## src/rtl/alu_ctl_mc.sv

```systemverilog
// Registered ALU-control decoder for the Exe stage: decodes ALUOp/Funct into an ALU select,
// and holds the select while a multi-cycle mul/div occupies the ALU.
module alu_ctl_mc #(
  parameter int unsigned OP_W    = 4,
  parameter int unsigned FUNCT_W = 6,
  parameter int unsigned SEL_W   = 5,
  parameter int unsigned MUL_LAT = 4,
  parameter int unsigned DIV_LAT = 16
) (
  input  logic             clk,
  input  logic             rst,
  input  logic             flush,
  input  logic             in_valid,
  output logic             in_ready,
  input  logic [OP_W-1:0]  alu_op,
  input  logic [15:0]      immediate,
  output logic             out_valid,
  input  logic             out_ready,
  output logic [SEL_W-1:0] alu_sel,
  output logic             shamt_imm,
  output logic             illegal,
  output logic             busy
);

  localparam int unsigned MaxLat = (MUL_LAT > DIV_LAT) ? MUL_LAT : DIV_LAT;
  localparam int unsigned CntW   = $clog2(MaxLat) + 1;

  // Counter preload: BUSY lasts LAT-1 cycles, so the counter starts at LAT-2.
  localparam logic [CntW-1:0] MulCnt = CntW'((MUL_LAT > 1) ? (MUL_LAT - 2) : 0);
  localparam logic [CntW-1:0] DivCnt = CntW'((DIV_LAT > 1) ? (DIV_LAT - 2) : 0);
  localparam bit MulMc = (MUL_LAT > 1);
  localparam bit DivMc = (DIV_LAT > 1);

  typedef enum logic [1:0] {StIdle, StBusy, StOut} state_e;

  state_e            state_q, state_d;
  logic [CntW-1:0]   cnt_q, cnt_d;
  logic [SEL_W-1:0]  sel_q, sel_d;
  logic              shamt_q, shamt_d;
  logic              illegal_q, illegal_d;

  logic [FUNCT_W-1:0] funct;
  logic [SEL_W-1:0]   dec_sel;
  logic               dec_shamt;
  logic               dec_illegal;
  logic               dec_mul;
  logic               dec_div;
  logic               accept;
  logic               unused_imm;

  assign funct      = immediate[FUNCT_W-1:0];
  assign unused_imm = ^immediate[15:FUNCT_W];

  always_comb begin
    dec_sel     = '0;
    dec_shamt   = 1'b0;
    dec_illegal = 1'b0;
    if (alu_op == OP_W'(0)) begin
      case (funct)
        FUNCT_W'(6'h00): begin dec_sel = SEL_W'(5'h00); dec_shamt = 1'b1; end
        FUNCT_W'(6'h02): begin dec_sel = SEL_W'(5'h01); dec_shamt = 1'b1; end
        FUNCT_W'(6'h04): dec_sel = SEL_W'(5'h00);
        FUNCT_W'(6'h06): dec_sel = SEL_W'(5'h01);
        FUNCT_W'(6'h18): dec_sel = SEL_W'(5'h02);
        FUNCT_W'(6'h19): dec_sel = SEL_W'(5'h03);
        FUNCT_W'(6'h1A): dec_sel = SEL_W'(5'h04);
        FUNCT_W'(6'h1B): dec_sel = SEL_W'(5'h05);
        FUNCT_W'(6'h2A): dec_sel = SEL_W'(5'h0E);
        FUNCT_W'(6'h2B): dec_sel = SEL_W'(5'h0F);
        default: begin
          // add..nor occupy a contiguous funct range mapping onto a contiguous select range
          if (funct >= FUNCT_W'(6'h20) && funct <= FUNCT_W'(6'h27)) begin
            dec_sel = SEL_W'(funct - FUNCT_W'(6'h1A));
          end else begin
            dec_illegal = 1'b1;
          end
        end
      endcase
    end else begin
      case (alu_op)
        OP_W'(8):  dec_sel = SEL_W'(5'h06);
        OP_W'(9):  dec_sel = SEL_W'(5'h07);
        OP_W'(10): dec_sel = SEL_W'(5'h0E);
        OP_W'(11): dec_sel = SEL_W'(5'h0F);
        OP_W'(12): dec_sel = SEL_W'(5'h0A);
        OP_W'(13): dec_sel = SEL_W'(5'h0B);
        OP_W'(14): dec_sel = SEL_W'(5'h0C);
        OP_W'(15): dec_sel = SEL_W'(5'h10);
        default:   dec_illegal = 1'b1;
      endcase
    end
    dec_mul = !dec_illegal && (dec_sel == SEL_W'(5'h02) || dec_sel == SEL_W'(5'h03));
    dec_div = !dec_illegal && (dec_sel == SEL_W'(5'h04) || dec_sel == SEL_W'(5'h05));
  end

  always_comb begin
    in_ready = !flush && ((state_q == StIdle) || (state_q == StOut && out_ready));
    accept   = in_valid && in_ready;

    state_d   = state_q;
    cnt_d     = cnt_q;
    sel_d     = sel_q;
    shamt_d   = shamt_q;
    illegal_d = illegal_q;

    if (flush) begin
      state_d = StIdle;
      cnt_d   = '0;
    end else begin
      unique case (state_q)
        StIdle, StOut: begin
          if (accept) begin
            sel_d     = dec_sel;
            shamt_d   = dec_shamt;
            illegal_d = dec_illegal;
            if (dec_mul && MulMc) begin
              state_d = StBusy;
              cnt_d   = MulCnt;
            end else if (dec_div && DivMc) begin
              state_d = StBusy;
              cnt_d   = DivCnt;
            end else begin
              state_d = StOut;
              cnt_d   = '0;
            end
          end else if (state_q == StOut && out_ready) begin
            state_d = StIdle;
          end
        end
        StBusy: begin
          if (cnt_q == '0) begin
            state_d = StOut;
          end else begin
            cnt_d = cnt_q - 1'b1;
          end
        end
        default: begin
          state_d = StIdle;
          cnt_d   = '0;
        end
      endcase
    end
  end

  always_ff @(posedge clk or negedge rst) begin
    if (!rst) begin
      state_q   <= StIdle;
      cnt_q     <= '0;
      sel_q     <= '0;
      shamt_q   <= 1'b0;
      illegal_q <= 1'b0;
    end else begin
      state_q   <= state_d;
      cnt_q     <= cnt_d;
      sel_q     <= sel_d;
      shamt_q   <= shamt_d;
      illegal_q <= illegal_d;
    end
  end

  assign out_valid = (state_q == StOut);
  assign busy      = (state_q == StBusy);
  assign alu_sel   = sel_q;
  assign shamt_imm = shamt_q;
  assign illegal   = illegal_q;

endmodule

```

## config.mk

```make
export PLATFORM = sky130hd
export DESIGN_NAME = alu_ctl_mc
export DESIGN_NICKNAME = d
export VERILOG_FILES = /design/src/rtl/alu_ctl_mc.sv
export SDC_FILE = /design/constraint.sdc
export NUM_CORES = 1
export LEC_CHECK = 0
export CORE_ASPECT_RATIO = 0.6
export CORE_MARGIN = 10
export CORE_UTILIZATION = 30
export DETAILED_ROUTE_END_ITERATION = 8
export GPL_TIMING_DRIVEN = 1
export PLACE_DENSITY = 0.68
export SKIP_CTS_REPAIR_TIMING = 1
export SLEW_MARGIN = 20
export SYNTH_ARGS = -nofsm -noshare
export SYNTH_HDL_FRONTEND = slang
export SYNTH_SLANG_ARGS = --single-unit
export TNS_END_PERCENT = 20
```

## constraint.sdc

```tcl
create_clock -name clk -period 1.8 [get_ports clk]
set_input_delay 0.18 -clock clk [delete_from_list [all_inputs] [get_ports clk]]
set_output_delay 0.18 -clock clk [all_outputs]
set_load 0.01 [all_outputs]
```

==> run summary, run 1 <==
Max rail drop VDD - 301 uV
Critical Path RT - 1.93 ns
Non-Filler Instances - 205
Worst-Skew Late Latency - 0.25 ns
crit path DAT - 1.88 ns
cells after synthesis - 118
DP Cell Count - 202
GP Congestion - 0.883
Crit Path Class - in -> reg
CP max stage delay - 0.51 ns
Final Hold Vio Count - 0
Port Buf Inserts - 24
placed instance area - 1430 um^2
register bit total from synthesis - 14
reg2reg path depth - 8
CTS tree - yes
Post-Synth Adder-Cell Area - 3.84%
GRT Overall Usage - 10.9%
Remaining Overflow, GRT - 0
DR iter-0 viols - 127
met2 WL - 1.64 mm
LEAKAGE - 0.000715 uW
Unique masters post-synth - 38
total CTS buffers - 3
Power Dens Cells - 587 nW/um^2
chip width - 93.7 um
Power, Total - 928 uW
CORE AREA - 3000 um^2
simple-gate portion of the synthesized area - 25.6%
final setup vio count - 0
Worst Hold Class - in -> async
XOR/XNOR Fraction of Synth Area - 1.79%
Die Area - 6020 um^2
CP Launch Type - primary input
fin. max-slew vios - 0
drt first pass iters - 4
max frequency - 571 MHz
FP Rows - 15
first-pass GRT wire length - 5.30 mm
Area Growth Syn to Fin - 61.5%
clk sinks - 14
Fill cells - 279
Critical Path, Cell by Cell - clkdlybuf4s50_1, nor4bb_4, a211o_1, a31oi_4, xnor2_2, a311o_1
vias in the first global route - 1,056
most frequent cells in the layout - 23 x buf_4, 19 x clkdlybuf4s50_1, 14 x dfrtp_1
largest net degree at the start of global routing - 15
worst slew pin tran - 0.690 ns
placed wire-length estimate - 2.67 mm
Tcrit/Tclk final - 97.3%
RSZ-0062 raised after global routing - yes
Final nets - 193
slew margin rel. - 53.9%
max_cap viols - 0
commonest non-fill, non-tap cell in the layout - buf_4
CTS H-tree lvls - 1
post-synthesis net count - 146
post-route cell area - 1580 um^2
Synth warnings - 0
DR vias - 1,094
antenna viol nets, final - 0
Final Critical Period - 1.75 ns
Clock Root Buffer - clkbuf_8
slowest cell on the critical path - clkdlybuf4s50_1
compound-cell area share of the yosys netlist - 26.1%
Die Span Y - 64.2 um
Worst setup EP type - register
utilization after layout - 52.6%
clk slew on worst S/H paths - 0.06 ns
Highest Signal Layer - met4
Starting Density - 32.6%
layout cells sized above 1 - 25.2%
wire per inst - 16.6 um
# diodes - 0
synthesized area - 978 um^2
Final Skew - 0.00646 ns
routed wire length on met3 - 292 um
DRC viols - 0
main combinational cell family by area after synthesis - compound AO/OA/AOI/OAI gates
M1 WL - 1.44 mm
Seq/Total Area, Yosys - 35.8%
Sum Neg Setup Slack - 0 ns
Max Root-Sink Buffers - 2
Post-Route WL - 3.41 mm
I/O pins - 35
initial antenna violation count - 0
vias per cell - 5.34
Worst Path Max Fanout - 3
status - completed
Mean Syn Cell Area - 8.29 um^2
mux share of post-synthesis cell area - 1.15%
critical path, delay by kind of cell:
kind	cells	cell delay [ns]
xor gates and xnor gates	1	0.18
buffers and inverters	1	0.51
and+or+nand+nor	1	0.32
AOI/OAI and AO/OA	3	0.68
flip-flops by register name, indices dropped and copies added, names as in the netlist:
name       cells
alu_sel        5
state_q        2
cnt_q          5
illegal        1
shamt_imm      1
stage by stage:
stage	hold slack [ns]	worst slack, ns
6_report	0.349	0.0482
5_1_grt	0.399	-0.00776
4_1_cts	0.364	-0.195
3_5_place_dp	0.479	-0.396
3_3_place_gp	0.464	-0.313
2_1_floorplan	-0.116	0.150
Yosys cell counts:
cell type / count / area share (%)
dfrtp_1: 14 / 36
inv_1: 10 / 3.8
nand2_1: 10 / 3.8
a21oi_1: 7 / 3.6
nor2_1: 7 / 2.7
o21ai_0: 7 / 3.6
nand2b_1: 6 / 3.8
nor3_1: 6 / 3.1
clkbuf_1: 4 / 1.5
nor2b_1: 4 / 2.6
o21bai_1: 4 / 3.1
a31oi_1: 3 / 1.9
ha_1: 3 / 3.8
a211o_1: 2 / 1.8
a22oi_1: 2 / 1.5
nand3_1: 2 / 1.0
nor4b_1: 2 / 1.8
nor4bb_1: 2 / 2.0
o22ai_1: 2 / 1.3
o2bb2ai_1: 2 / 1.8
xnor2_1: 2 / 1.8
a211oi_1: 1 / 0.77
a21o_1: 1 / 0.77
a311o_1: 1 / 1.0
a31oi_2: 1 / 1.3
a41oi_1: 1 / 0.90
and3_1: 1 / 0.64
buf_1: 1 / 0.38
mux2_2: 1 / 1.2
nand3b_1: 1 / 0.77
nand4_1: 1 / 0.64
nor4_1: 1 / 0.64
o32a_1: 1 / 1.0
o32ai_1: 1 / 0.90
o41ai_1: 1 / 0.90
or2_1: 1 / 0.64
or2_2: 1 / 0.64
or2b_1: 1 / 0.77
final timing paths:
| kind | start | endpoint | slack (ns) |
|---|---|---|---|
| hold reg to reg | alu_sel[4]$_DFFE_PN0P_ | alu_sel[4]$_DFFE_PN0P_ | 0.50 |
| setup / recovery | immediate[3] | state_q[1]$_DFFE_PN0P_ | 0.05 |
| hold / removal | rst | cnt_q[0]$_DFFE_PN0P_ | 0.35 |
| min in group clk | alu_sel[4]$_DFFE_PN0P_ | alu_sel[4]$_DFFE_PN0P_ | 0.50 |
| max in group asynchronous | rst | alu_sel[2]$_DFFE_PN0P_ | 1.01 |
| setup reg to reg | cnt_q[1]$_DFFE_PN0P_ | cnt_q[1]$_DFFE_PN0P_ | 0.12 |
where the power goes:
| part | total (uW) | internal, uW | switching, uW |
|---|---|---|---|
| registers | 360 | 341 | 18.7 |
| clock network | 256 | 148 | 108 |
| logic | 312 | 170 | 142 |
layout make-up:
class | count | area [um^2] | area share [%]
Multi-Input combinational cell | 89 | 673 | 42.6
Tap cell | 42 | 52.6 | 3.33
Clock buffer | 3 | 41.3 | 2.61
Timing Repair Buffer | 47 | 425 | 26.9
Inverter | 10 | 37.5 | 2.38
Sequential cell | 14 | 350 | 22.2
layer usage:
layer  vias up  GRT usage [%]
met4         0           2.45
met2        47           18.0
met5         -              0
met3         6           3.15
li1        519              -
met1       522           13.6
kinds of logic (layout without fill, tap and decap cells):
| family | after synthesis | in the layout |
|---|---|---|
| muxes | 1 | 1 |
| DFF | 14 | 14 |
| buffers and inverters | 15 | 60 |
| xor gates and xnor gates | 2 | 2 |
| and+or+nand+nor | 46 | 46 |
| adders and majority gates | 3 | 3 |
| AOI/OAI and AO/OA | 37 | 37 |
No activity file was read; power rests on OpenSTA's default activity.
==> run 2: changes to the inputs <==
--- a/config.mk
+++ b/config.mk
@@ -6,7 +6,7 @@
 export NUM_CORES = 1
 export LEC_CHECK = 0
 export CORE_ASPECT_RATIO = 0.6
-export CORE_MARGIN = 10
+export CORE_MARGIN = 2
 export CORE_UTILIZATION = 30
 export DETAILED_ROUTE_END_ITERATION = 8
 export GPL_TIMING_DRIVEN = 1
==> run 2 against run 1 <==
Die area down 38%. Global-route usage is 5.3 points higher. Core utilization is 1.1 points higher. Fmax rose by 2.2%. Clock power up 23%. Wire length is 4.1% lower. Critical endpoint is now busy. First-iteration DRC count down 17%.
==> run summary, run 2 (synthesis results as in run 1) <==
first-pass GRT wire length - 4.51 mm (-15%)
slowest cell on the critical path - clkdlybuf4s50_1
DR iter-0 viols - 105 (-17%)
crit path DAT - 1.53 ns (-0.35 ns)
vias per cell - 5.20 (-2.6%)
Worst Path Buf+Inv - 2 (+1)
total CTS buffers - 3 (unchanged)
placed instance area - 1430 um^2 (+0.53%)
FP Rows - 15 (unchanged)
antenna viol nets, final - 0 (unchanged)
Worst-Skew Late Latency - 0.25 ns (about the same)
utilization after layout - 53.8% (+1.1 points)
vias in the first global route - 954 (-9.7%)
delay-heaviest family, CP - buffers and inverters
final setup vio count - 0 (unchanged)
Area Growth Syn to Fin - 63.9%
max_cap viols - 0 (unchanged)
Power Dens Cells - 616 nW/um^2 (+4.9%)
DR vias - 1,081 (-1.2%)
worst slew pin tran - 0.646 ns (-0.0440 ns)
drt first pass iters - 4 (unchanged)
CP max stage delay - 0.53 ns (+0.02 ns)
post-route cell area - 1600 um^2 (+1.5%)
status - completed
Max Root-Sink Buffers - 2 (unchanged)
largest net degree at the start of global routing - 15 (unchanged)
Final Hold Vio Count - 0 (unchanged)
CORE AREA - 2980 um^2 (-0.63%)
Final Skew - 0.000461 ns (-0.00600 ns)
chip width - 77.7 um (-17%)
Max rail drop VDD - 240 uV (-20%)
Critical Path RT - 1.62 ns (-0.31 ns)
layout cells sized above 1 - 26.5% (+1.4 points)
Tcrit/Tclk final - 95.2% (-2.1 points)
CTS H-tree lvls - 1 (unchanged)
setup slack at placement - -0.368 ns (+0.0279 ns)
GP Congestion - 0.891 (+0.87%)
clk sinks - 14 (unchanged)
CTS tree - yes
GRT Overall Usage - 16.2% (+5.3 points)
RSZ-0062 raised after global routing - no
Final Critical Period - 1.71 ns (-0.0381 ns)
Clock Root Buffer - clkbuf_8
Final nets - 195 (+1.0%)
Worst Hold Class - in -> async
Die Area - 3750 um^2 (-38%)
Port Buf Inserts - 24 (unchanged)
Post-Route WL - 3.27 mm (-4.1%)
Final Worst Setup Slack - 0.0862 ns (+0.0381 ns)
most frequent cells in the layout - 25 x buf_4, 18 x clkdlybuf4s50_1, 14 x dfrtp_1
I/O pins - 35 (unchanged)
wire per inst - 15.7 um (-5.5%)
Worst Path Max Fanout - 8 (+5)
max frequency - 584 MHz (+2.2%)
fin. max-slew vios - 0 (unchanged)
Worst setup EP type - output port
placed wire-length estimate - 2.42 mm (-9.2%)
# diodes - 0 (unchanged)
commonest non-fill, non-tap cell in the layout - buf_4
Starting Density - 32.8% (+0.20 points)
LEAKAGE - 0.000736 uW (+3.0%)
Crit Path Class - reg -> out
initial antenna violation count - 0 (unchanged)
slew margin rel. - 56.8% (+2.9 points)
clk slew on worst S/H paths - 0.06 ns (about the same)
Die Span Y - 48.2 um (-25%)
DRC viols - 0 (unchanged)
Remaining Overflow, GRT - 0 (unchanged)
Critical Path, Cell by Cell - nand2b_2, inv_1, clkdlybuf4s50_1
CP Launch Type - register
==> run 2: cell type report <==
| cell class | instances | area [um^2] |
|---|---|---|
| Clock buffer | 4 | 55.1 |
| Fill cell | 257 | 1380 |
| Inverter | 10 | 37.5 |
| Multi-Input combinational cell | 89 | 666 |
| Sequential cell | 14 | 350 |
| Tap cell | 42 | 52.6 |
| Timing Repair Buffer | 49 | 443 |
==> run 2: metal layers <==
| layer | global-route usage [%] | wire length (um) | vias up |
|---|---|---|---|
| met5 | 0 | 0 | - |
| met4 | 4.29 | 20 | 0 |
| met3 | 3.33 | 197 | 6 |
| met2 | 25.3 | 1470 | 46 |
| met1 | 23.3 | 1590 | 502 |
| li1 | - | - | 527 |
==> run 2: stage by stage <==
step	std cells	setup TNS, ns	hold slack (ns)	power, uW
floorplan	118	0	-0.116	474
global placement	203	-1.42	0.465	641
detailed placement	203	-1.80	0.481	648
CTS	207	-0.467	0.356	957
global route	208	0	0.384	1030
finish	208	0	0.330	988
==> run 2: power breakdown <==
part	switching (uW)	total [uW]	leakage [uW]	internal, uW
clock network	120	314	0.0000288	194
logic	143	315	0.000520	172
registers	18.1	359	0.000187	341
==> run 2: final timing paths <==
check / startpoint / endpoint / slack (ns) / cells after the start
setup / recovery: state_q[1]$_DFFE_PN0P_ / busy / 0.09 / 3
hold / removal: rst / cnt_q[4]$_DFFE_PN0P_ / 0.33 / 1
hold reg to reg: alu_sel[0]$_DFFE_PN0P_ / alu_sel[0]$_DFFE_PN0P_ / 0.49 / 2
setup reg to reg: cnt_q[0]$_DFFE_PN0P_ / cnt_q[3]$_DFFE_PN0P_ / 0.11 / 7
max in group asynchronous: rst / alu_sel[0]$_DFFE_PN0P_ / 1.06 / 1
min in group clk: alu_sel[0]$_DFFE_PN0P_ / alu_sel[0]$_DFFE_PN0P_ / 0.49 / 2
==> run 3: changes to the inputs <==
--- a/config.mk
+++ b/config.mk
@@ -5,6 +5,7 @@
 export SDC_FILE = /design/constraint.sdc
 export NUM_CORES = 1
 export LEC_CHECK = 0
+export ABC_CLOCK_PERIOD_IN_PS = 1800
 export CORE_ASPECT_RATIO = 0.6
 export CORE_MARGIN = 2
 export CORE_UTILIZATION = 30
==> results of run 3 <==
The final DEF is identical to that of run 2; final timing and power are the same.
